## config.mk

```make
export PLATFORM = sky130hd
export DESIGN_NAME = framed_seq_detector
export DESIGN_NICKNAME = d
export VERILOG_FILES = /design/src/rtl/framed_seq_detector.sv
export SDC_FILE = /design/constraint.sdc
export NUM_CORES = 1
export LEC_CHECK = 0
export BUFFER_PORTS_ARGS = -buffer_cell sky130_fd_sc_hd__buf_2
export CORE_MARGIN = 2
export CORE_UTILIZATION = 45
export DETAILED_ROUTE_END_ITERATION = 8
export PLACE_DENSITY = 0.78
export RECOVER_POWER = 25
export SYNTH_ARGS = -nofsm -noshare
export SYNTH_HDL_FRONTEND = slang
export SYNTH_SLANG_ARGS = --single-unit
```

## constraint.sdc

```tcl
create_clock -name clk -period 2.7 [get_ports clk]
set_clock_uncertainty 0.2 [all_clocks]
set_input_delay 0.405 -clock clk [delete_from_list [all_inputs] [get_ports clk]]
set_output_delay 0.405 -clock clk [all_outputs]
set_load 0.03 [all_outputs]
```

## src/rtl/framed_seq_detector.sv

```systemverilog
// Mealy bit-serial pattern detector: framed or sliding matching against N
// run-time programmable W-bit pattern slots, with a saturating hit counter.
module framed_seq_detector #(
    parameter int W     = 4,
    parameter int N     = 3,
    parameter int CNT_W = 8
) (
    input  logic             clk,
    input  logic             rst_n,
    input  logic             mode,
    input  logic             in_valid,
    input  logic             in,
    input  logic             cfg_we,
    input  logic [1:0]       cfg_idx,
    input  logic [W-1:0]     cfg_pat,
    input  logic             cfg_en,
    input  logic             cnt_clr,
    output logic             dec,
    output logic [1:0]       dec_id,
    output logic [CNT_W-1:0] hit_cnt
);

    // state    | meaning
    // FR_MATCH | framed, at least one slot still matches the frame prefix
    // FR_FAIL  | framed, no slot alive; bits consumed until the frame ends
    // SLIDE    | sliding (overlapping) window matching
    localparam logic [1:0] FR_MATCH = 2'd0;
    localparam logic [1:0] FR_FAIL  = 2'd1;
    localparam logic [1:0] SLIDE    = 2'd2;

    localparam int PW = $clog2(W);

    logic [W-1:0]  pat_q [N];
    logic [N-1:0]  en_q;
    logic [N-1:0]  wr_mask;

    logic [1:0]    state_q, state_d;
    logic          mode_q;
    logic [PW-1:0] pos_q, pos_d;
    logic [N-1:0]  alive_q, alive_d;
    logic [W-2:0]  shreg_q, shreg_d;
    logic [PW-1:0] fill_q, fill_d;

    logic          mode_chg;
    logic          last_bit;
    logic          fill_full;
    logic [PW-1:0] bit_idx;
    logic [W-1:0]  window;
    logic [N-1:0]  base;
    logic [N-1:0]  hit;
    logic [N-1:0]  survive;

    always_comb begin
        for (int i = 0; i < N; i++) begin
            wr_mask[i] = cfg_we && (cfg_idx == 2'(i));
        end
    end

    always_comb begin
        mode_chg  = (mode != mode_q);
        last_bit  = (pos_q == PW'(W - 1));
        fill_full = (fill_q == PW'(W - 1));
        bit_idx   = PW'(W - 1) - pos_q;
        window    = {shreg_q, in};
        if (pos_q == '0) begin
            base = en_q;
        end else if (state_q == FR_FAIL) begin
            base = '0;
        end else begin
            base = alive_q;
        end
        for (int i = 0; i < N; i++) begin
            if (mode_q) begin
                hit[i] = en_q[i] && fill_full && (window == pat_q[i]);
            end else begin
                hit[i] = base[i] && (pat_q[i][bit_idx] == in);
            end
        end
        survive = hit & ~wr_mask;
    end

    // Mealy outputs: a discarded mode-change bit never detects.
    always_comb begin
        dec    = rst_n && in_valid && !mode_chg && (|hit) && (mode_q || last_bit);
        dec_id = '0;
        if (dec) begin
            for (int i = N - 1; i >= 0; i--) begin
                if (hit[i]) begin
                    dec_id = 2'(i);
                end
            end
        end
    end

    always_comb begin
        state_d = state_q;
        pos_d   = pos_q;
        alive_d = alive_q;
        shreg_d = shreg_q;
        fill_d  = fill_q;
        if (mode_chg) begin
            state_d = mode ? SLIDE : FR_MATCH;
            pos_d   = '0;
            alive_d = '0;
            shreg_d = '0;
            fill_d  = '0;
        end else if (in_valid) begin
            if (mode_q) begin
                state_d = SLIDE;
                shreg_d = window[W-2:0];
                if (!fill_full) begin
                    fill_d = fill_q + PW'(1);
                end
            end else if (last_bit) begin
                state_d = FR_MATCH;
                pos_d   = '0;
                alive_d = '0;
            end else begin
                state_d = (|survive) ? FR_MATCH : FR_FAIL;
                pos_d   = pos_q + PW'(1);
                alive_d = survive;
            end
        end
        // A slot rewritten mid-frame sits out the remainder of that frame.
        alive_d = alive_d & ~wr_mask;
    end

    always_ff @(posedge clk) begin
        if (!rst_n) begin
            state_q <= FR_MATCH;
            mode_q  <= 1'b0;
            pos_q   <= '0;
            alive_q <= '0;
            shreg_q <= '0;
            fill_q  <= '0;
        end else begin
            state_q <= state_d;
            mode_q  <= mode;
            pos_q   <= pos_d;
            alive_q <= alive_d;
            shreg_q <= shreg_d;
            fill_q  <= fill_d;
        end
    end

    always_ff @(posedge clk) begin
        if (!rst_n) begin
            en_q <= '0;
            for (int i = 0; i < N; i++) begin
                pat_q[i] <= '0;
            end
        end else begin
            for (int i = 0; i < N; i++) begin
                if (wr_mask[i]) begin
                    pat_q[i] <= cfg_pat;
                    en_q[i]  <= cfg_en;
                end
            end
        end
    end

    always_ff @(posedge clk) begin
        if (!rst_n || cnt_clr) begin
            hit_cnt <= '0;
        end else if (dec && (hit_cnt != {CNT_W{1'b1}})) begin
            hit_cnt <= hit_cnt + CNT_W'(1);
        end
    end

endmodule

```

Word-level counts from Yosys, hierarchy flattened. Memories as Yosys holds them, arrays and structs flattened. Cells that the tools add are included. Widths: inputs -> output; s select.

Add/subtract/negate cells: 4. $mul: 0. Div/mod/pow operators: 0. Order comparisons: 1. Eq/ne operators: 13. Shifts and indexed selects: 0. Multiplexer cells: 39. Bitwise gates (word level): 9. Reductions and logical operators: 30.

Operator list (number): $mux 1 (18); $mux 2 (9); $mux 3 (6); $logic_and 1x1->1 (17); $eq 4x4->1 (3); $mux 4 (3); $add 8x1->8 const B (1); $ne 8x8->1 const B (1); $and 3x3->3 (2); $bmux 1 s2 (3); $eq 2x2->1 const B (3); $reduce_or 3->1 (2); $add 2x1->2 const B (2); $eq 2x1->1 const B (2); $logic_not 2->1 (2); $reduce_and 2->1 (2); $eq 1x1->1 (3); $lt 2x3->1 const B (1); $not 1->1 (3); $not 3->3 (1); $or 1x1->1 (3); $reduce_and 3->1 (1); $logic_not 1->1 (2); $logic_or 1x1->1 (2); other kinds (4) (4).

Register bits after elaboration: 24. Bits in latches: 0. Bits in writable memories: 12. ROM bits: 0. Bits of input ports: 14. Output and inout bits: 11. Logic and storage cells: 107. Memories kept: 1.

Memories: pat_q (depth 3, bits a word 4, read ports 3, clocked after memory_dff 0, wr ports 3, RTL line 33) `logic [W-1:0] pat_q [N];`.

Longest topological paths before layout. Gate-level depths: netlist of the first run.

Depth after elaboration: 13. Gate-level depth with buffers: 10. Depth with buffers taken out: 8.

Least setup slack after synthesis of the first run. OpenSTA, ideal clock, no wires.

Kind: register to output. From: reg pos_q[0]. To: out dec_id[1]. Arrival: 2.466 ns. Data required time: 2.095 ns. Setup slack: -0.371 ns. Stages on the path, launching flop included: 7. Cell sequence: dfxtp_1 buf_6 mux4_1 xnor2_1 a31o_2 or2_2 nor3b_1.

Word-level cells in the longest chain between the ends: 10.

RTL lines: from (decl) (RTL line 39) `logic [PW-1:0] pos_q, pos_d;`; from (signal assigned) (RTL line 139) `pos_q <= pos_d;`; $sub 2x2->2 (RTL line 63) `bit_idx = PW'(W - 1) - pos_q;`; $bmux 1 s2 (RTL line 76) `hit[i] = base[i] && (pat_q[i][bit_idx] == in);`; $mux 1 (implied by the code) (RTL line 76); $eq 1x1->1 (RTL line 76); $logic_and 1x1->1 (RTL line 76); $mux 1 (RTL line 73) `if (mode_q) begin`; $mux 2 or $reduce_or 3->1 (tied branches) (RTL line 88, 84); $mux 2 or $logic_and 1x1->1 (tied branches) (2 in a row) (RTL line 88, 84); $mux 2 (*) (RTL line 86) `if (dec) begin`; to (decl) (RTL line 19) `output logic [1:0] dec_id,`.

Every way passes the cells marked *; elsewhere a longest branch is shown, timed or not. The select of a mux whose other input is x is not followed.

==> metrics, run 1 <==
Synth Instances 196; vias in the first global route 1489; final wirelength 4285 microns; f_max 352.4 MHz; CP max FO 3; final setup vio count 5; Pwr per Cell Area 464.7 nW/um^2; Starting Density 47.27%; Rel. slew slack 75.99%; row count 23; most frequent cells in the layout nand2_1 (25), dfxtp_1 (20), buf_2 (19), buf_4 (18), edfxtp_1 (12); Synth Register Bits 36; worst path bufs/invs 1; H-tree depth 2; Filler Cells Inserted 338; hold_ws 0.1644 ns; RSZ-0062 raised after global routing yes; core area 4058 sq um; Final Power 1113 uW; Overflow after GRT 0; die area 4800 sq um; synth top area cells dfxtp_1 (25%), edfxtp_1 (19%), nand2_1 (4.9%); Cell Area, Synth 1918 sq um; share of layout cells above drive strength 1 29.58%; initial DRC count 88; Tmin final 2.837 ns; largest net degree at the start of global routing 14; Worst-Margin Slew 0.3511 ns; placed cells 268; period utilisation layout 105.1%; I/O Pins 25; post-route DRC violation count 0; worst vdd ir 0.3072 mV; final net count 259; mean routed wirelength per cell 14.78 microns; outcome complete, but fails checks; hold crit path type in -> reg; total number of vias 1601; antenna-violating nets left 0; Die Wd 69.29 microns; commonest non-fill, non-tap cell in the layout nand2_1; crit-path max cell delay 0.49 ns; synth unique cells 41; ys flop type dfxtp_1; max-slew violation count 0; Setup crit end kind output pin; # Max-Cap Violations 0; Util after Layout 59.02%; RePlAce Congestion 0.9051; Multi-input gate area 1084 sq um; Synth warnings 0; Post-DP HPWL 2979 microns; Crit-path slowest cell mux4_2; Cell Count, Final, Fillers Out 290; Leak 0.0009048 uW; DR vias/cell 5.521; Post-Syn Nets 216; initial antenna violation count 0; Post-Syn Area per Cell 9.786 sq um; failing checks negative setup slack; R2R Setup Slk -0.11 ns; IO buf count 24; Setup WS post-layout -0.1373 ns; clock sink total 36; Critical Path Start Type flop; Root Driver clkbuf_8; clock transition at the registers of the reported paths 0.07 ns; register area 848.3 sq um; Inserted Clock Buffers 5; clk buf depth 2; top-area cell type share of the netlist area 25.05%; Worst-Skew Late Latency 0.29 ns; CTS tree done; final hold violation count 0; Post-synth EDFFs 12; cell family with most CP delay multiplexers; Total Routing Usage GR 17.86%; synthesis-to-layout area growth 24.85%; worst-path cell chain mux4_2 > or2_1 > a221oi_2 > a41o_4 > nor3b_4 > buf_6; first-pass GRT wire length 6941 microns; CP arrival 2.23 ns; cts hold-fix bufs 0; Seq/Total Area, Yosys 43.84%; critical path type reg -> out; TritonRoute pass-1 iters 4; Ant. Diodes 0; WP data required 2.10 ns; Die Ht 69.29 microns; fraction of registers with async set/reset 0%; area leader, netlist dfxtp_1
==> area by class of cell <==
class                   count  share of cell area [%]
multi-input cells         147                   45.25
flip-flops and latches     36                   35.42
repair buffers             44                   12.28
clock buffers               5                   2.874
well taps                  50                   2.612
clock inverters             3                  0.7837
inverters                   5                  0.7837
==> worst reg2reg max path, stage by stage, from the launching register on <==
cell	delay, ns
edfxtp_1	0.40
mux4_2	0.49
or2_1	0.23
a221oi_2	0.31
a41o_4	0.17
buf_4	0.17
o311ai_4	0.12
or4_1	0.54
a21oi_1	0.13
==> synthesized netlist by cell type, types with 2 or more instances <==
library cell  count
xor2_1           10
nor2_1           10
and2_1            6
or3_1             3
nand2_1          25
a21oi_1          11
xnor2_1           6
nand3_1          11
nor3b_1           4
nor2b_1           4
o21ai_0           9
a22oi_1           3
a31o_2            2
or4_1             3
buf_6             2
nor4_1            2
ha_1              6
edfxtp_1         12
nand2b_1          5
mux4_1            2
nor3_1            3
mux2i_1           2
clkbuf_1          6
a21boi_0          2
inv_1             5
nand3b_1          2
o31ai_1           3
dfxtp_1          24
==> repair_timing <==
| item | CTS | global route |
|---|---|---|
| setup buffers | 10 | 4 |
| resized for setup | 11 | 14 |
| setup endpoints to repair | 7 | 9 |
| gates cloned | 1 | 0 |
| pin swaps | 6 | 6 |
==> power by group <==
part	internal, uW	total (uW)	switching [uW]	leakage [uW]
registers	583	601	17.8	0.000315
clock network	178	374	196	0.0000378
logic	68.6	138	69.2	0.000552
total	830	1110	283	0.000905
==> worst paths after layout <==
kind               start    endpoint  cells past startpoint
max          pat_q[0][8]   dec_id[1]                      6
min                 mode      mode_q                      2
max reg2reg  pat_q[0][8]  hit_cnt[6]                      8
min reg2reg   state_q[0]  state_q[0]                      2
==> cells by family (layout without fill, tap and decap cells) <==
family,Yosys count,in the layout,synth area share [%]
AO/OA/AOI/OAI,38,39,14.87
XOR/XNOR,16,16,7.306
adder cells (fa/ha/maj),6,6,3.914
buffers and inverters,14,57,3.587
flip-flops,36,36,43.84
multiplexers,5,5,4.958
AND/OR/NAND/NOR,81,81,21.53
==> flip-flops by register name, summed over array words and instances, names as in the netlist <==
name / flops
pat_q: 12
hit_cnt: 8
alive_q: 3
en_q: 3
shreg_q: 3
fill_q: 2
pos_q: 2
state_q: 2
mode_q: 1
==> routing by layer <==
layer,wire length [microns],up-vias,GRT usage (%)
met5,0,-,0
met2,2119,50,29.59
li1,-,795,-
met1,1918,752,22.86
met4,29,0,6.536
met3,217,4,3.924
==> metrics by stage <==
step | setup slack [ns] | cell area, sq um | TNS (ns)
2_1_floorplan | -0.002349 | 1934 | -0.002349
3_3_place_gp | 0.04072 | 2120 | 0
3_5_place_dp | -0.04508 | 2120 | -0.1312
4_1_cts | -0.1407 | 2318 | -0.2651
5_1_grt | -0.2364 | 2395 | -0.9207
6_report | -0.1373 | 2395 | -0.3671
No activity file was read; power rests on OpenSTA's default activity.
==> run 2: changes to the inputs <==
CORE_UTILIZATION = 35   (was 45)
PLACE_DENSITY = 0.66   (was 0.78)
RECOVER_POWER = not set   (was 25)
==> metrics, run 2 (synthesis results as in run 1) <==
commonest non-fill, non-tap cell in the layout buf_4; most frequent cells in the layout buf_4 (27), nand2_1 (25), dfxtp_1 (23), buf_2 (21), edfxtp_1 (12); Overflow after GRT 0; Final Power 1215 uW; crit-path max cell delay 0.50 ns; initial antenna violation count 0; Die Ht 78.03 microns; RePlAce Congestion 0.8397; hold_ws 0.1622 ns; Ant. Diodes 0; Setup crit end kind output pin; f_max 350.7 MHz; clock transition at the registers of the reported paths 0.07 ns; die area 6089 sq um; dpl cell area 2160 sq um; cts hold-fix bufs 0; worst path bufs/invs 1; core area 5205 sq um; Die Wd 78.03 microns; total number of vias 1607; WP data required 2.10 ns; initial DRC count 57; Clk pwr share 38.4%; Net Sw Frac 23.14%; Power Internal 934.1 uW; vias in the first global route 1541; met3 routed WL 126 microns; Root Driver clkbuf_8; I/O Pins 25; Finished Cell Area 2447 sq um; final hold violation count 0; reported net switching power 281.3 uW; biggest regs pat_q (12), hit_cnt (8); Critical Path Start Type flop; TritonRoute pass-1 iters 4; final wirelength 4395 microns; Inserted Clock Buffers 5; CP arrival 2.25 ns; synthesis-to-layout area growth 27.59%; wl on met1 1957 microns; Post-DP HPWL 3129 microns; worst-path cell chain mux4_2 > or2_1 > a221oi_2 > a41o_4 > nor3b_4 > buf_6; Setup WS post-layout -0.1513 ns; cell family with most CP delay multiplexers; Seq pwr share 49.4%; # Max-Cap Violations 0; share of layout cells above drive strength 1 30.36%; top sig layer met4; H-tree depth 2; mean routed wirelength per cell 13.86 microns; CP max FO 4; Tmin final 2.851 ns; period utilisation layout 105.6%; DR vias/cell 5.069; max-slew violation count 0; Leak 0.0009554 uW; largest net degree at the start of global routing 13; antenna-violating nets left 0; post-route DRC violation count 0; Rel. slew slack 66.49%; RSZ-0062 raised after global routing yes; hold crit path type in -> reg; final setup vio count 6; outcome complete, but fails checks; worst vdd ir 0.2508 mV; Pwr per Cell Area 496.6 nW/um^2; clock sink total 36; clk buf depth 2; Worst-Margin Slew 0.5022 ns; Starting Density 36.85%; Largest Register pat_q; failing checks negative setup slack; Total Routing Usage GR 15.11%; first-pass GRT wire length 7127 microns; met2 WL post-DR 2186 microns; Logic pwr share 12.3%; Worst-Skew Late Latency 0.29 ns; row count 26; Crit-path slowest cell mux4_2; IO buf count 24; max reg flops 12; final net count 266; Place WS -0.02572 ns; critical path type reg -> out; CTS tree done
-- run 2: cell count changes in the layout (fill, tap and decap cells not counted), sizes merged --
cell,change
clkinvlp,-1
clkbuf,-2
bufinv,+1
buf,+9
-- run 2: worst register-to-register path, cell delays in order, from the launching register on --
cell and delay, ns:
edfxtp_1 0.40, mux4_2 0.50, or2_1 0.24, a221oi_2 0.30, a41o_4 0.17, buf_4 0.14
o311ai_4 0.11, or4_1 0.44, a21oi_2 0.14
-- run 2: metal layers --
layer  GRT usage (%)  vias to the layer above
met3           3.448                       10
met4           8.246                        0
met5               0                        -
met2           25.43                       28
met1           17.86                      759
li1                -                      810
-- run 2: worst paths after layout --
path	startpoint	endpoint	slack, ns	depth (start not counted)
worst max-delay path	pat_q[0][8]	dec_id[1]	-0.15	6
worst min-delay path	mode	mode_q	0.16	2
worst min register to register	state_q[0]	state_q[0]	0.28	2
worst max register to register	pat_q[0][8]	hit_cnt[7]	-0.01	8
-- run 2: final cells by class --
class	count	area [sq um]
clock inverter	3	42.54
sequential	36	844.6
fill	508	2758
timing repair buffer	51	341.6
clock buffer	5	68.82
tap	70	87.58
inverter	5	18.77
multi-input combinational	147	1044
-- run 2: timing repair --
item,in CTS,in global routing
pin swaps,3,0
gates resized for setup,11,4
setup endpoints to repair,7,10
gates cloned,0,1
setup buffers,14,4
-- run 2: power groups by stage --
| stage | clock (uW) | combinational, uW | sequential, uW |
|---|---|---|---|
| after detailed placement | 0 | 115 | 614 |
| after global routing | 496 | 164 | 602 |
| after floorplan | 0 | 81.8 | 606 |
| after global placement | 0 | 113 | 613 |
| after CTS | 480 | 141 | 599 |
| final | 466 | 149 | 600 |
-- run 2: through the flow --
stage	TNS (ns)	std cells	util, %
after CTS	-0.2570	312	45.91
after floorplan	-0.002349	196	-
after detailed placement	-0.03497	290	41.49
final	-0.3040	317	47.02
after global routing	-1.021	317	47.02
after global placement	0	290	41.49
==> run 3: changes to the inputs <==
SETUP_SLACK_MARGIN = 0.2   (was not set)
==> metrics, run 3 (synthesis results as in run 1) <==
most frequent cells in the layout nand2_1 (24), dfxtp_1 (22), buf_4 (22), buf_2 (21), edfxtp_1 (12); initial antenna violation count 0; CP max FO 4; I/O Pins 25; vias in the first global route 1549; final hold violation count 0; Overflow after GRT 0; final net count 264; RSZ-0062 raised after global routing yes; CP arrival 2.24 ns; TritonRoute pass-1 iters 4; Leak 0.0009600 uW; Rel. slew slack 73.29%; cell family with most CP delay multiplexers; Post-DP HPWL 3139 microns; hold_ws 0.1558 ns; die area 6089 sq um; initial DRC count 107; max-slew violation count 0; commonest non-fill, non-tap cell in the layout nand2_1; Worst-Skew Late Latency 0.30 ns; row count 26; total number of vias 1627; Tmin final 2.842 ns; final wirelength 4570 microns; critical path type reg -> out; Crit-path slowest cell mux4_2; # Max-Cap Violations 0; synthesis-to-layout area growth 30.46%; hold crit path type in -> reg; crit-path max cell delay 0.51 ns; clk buf depth 2; f_max 351.8 MHz; clock transition at the registers of the reported paths 0.07 ns; Ant. Diodes 0; mean routed wirelength per cell 14.51 microns; core area 5205 sq um; final setup vio count 10; R2R Setup Slk -0.13 ns; Die Wd 78.03 microns; Critical Path Start Type flop; Root Driver clkbuf_8; Final Power 1210 uW; first-pass GRT wire length 7562 microns; Total Routing Usage GR 16.12%; biggest regs pat_q (12), hit_cnt (8); post-route DRC violation count 0; worst vdd ir 0.2324 mV; DR vias/cell 5.165; Inserted Clock Buffers 5; IO buf count 24; Starting Density 36.85%; H-tree depth 2; Worst-Margin Slew 0.4003 ns; clock sink total 36; Largest Register pat_q; failing checks negative setup slack; period utilisation layout 105.3%; placed cells 288; largest net degree at the start of global routing 13; Setup WS post-layout -0.1423 ns; Die Ht 78.03 microns; RePlAce Congestion 0.8335; share of layout cells above drive strength 1 32.65%; Pwr per Cell Area 483.7 nW/um^2; Setup crit end kind output pin; worst path bufs/invs 1; WP data required 2.10 ns; outcome complete, but fails checks; antenna-violating nets left 0; worst-path cell chain mux4_2 > or2_1 > a221oi_2 > a41o_4 > nor3b_4 > buf_6; CTS tree done; Cell Count, Final, Fillers Out 315; max reg flops 12
run 3: changes by cell type in the layout (fill, tap and decap cells not counted), sizes merged:
cell  change
buf       -2
run 3: final timing paths:
| kind | depth (start not counted) | end | from |
|---|---|---|---|
| hold reg to reg | 2 | state_q[0] | state_q[0] |
| setup reg to reg | 12 | hit_cnt[3] | pos_q[0] |
| hold / removal | 2 | mode_q | mode |
| setup / recovery | 6 | dec_id[1] | pos_q[0] |
run 3: timing repair:
action,4_1_cts,5_1_grt
resized for setup,10,14
hold buffers,0,0
setup endpoints to repair,11,12
setup buffers,9,9
pin swaps,6,6
cloned,1,0
run 3: layout make-up:
class,count,area [sq um]
timing repair buffer,49,337.8
clock inverter,3,42.54
clock buffer,5,68.82
multi-input combinational,147,1101
fill,497,2703
sequential,36,845.8
inverter,5,18.77
tap,70,87.58
run 3: per-layer routing:
layer	GRT usage, %	share of wire [%]
met1	20.42	44
met2	26.47	49
met3	4.253	5.3
met4	5.965	2.0
met5	0	0
run 3: where the power goes:
part	switching [uW]	total [uW]	internal (uW)
combinational	72.5	141	68.9
sequential	16.2	599	583
clock	197	470	273
total	286	1210	925
run 3: through the flow:
step	util [%]	TNS, ns	worst slack, ns	instance area [sq um]
floorplan	-	0	0.06959	1953
global placement	41.56	0	0.07839	2163
detailed placement	41.56	0	0.04506	2163
CTS	45.84	-0.2733	-0.1655	2386
global route	48.08	-1.811	-0.2302	2502
finish	48.08	-0.9182	-0.1423	2502
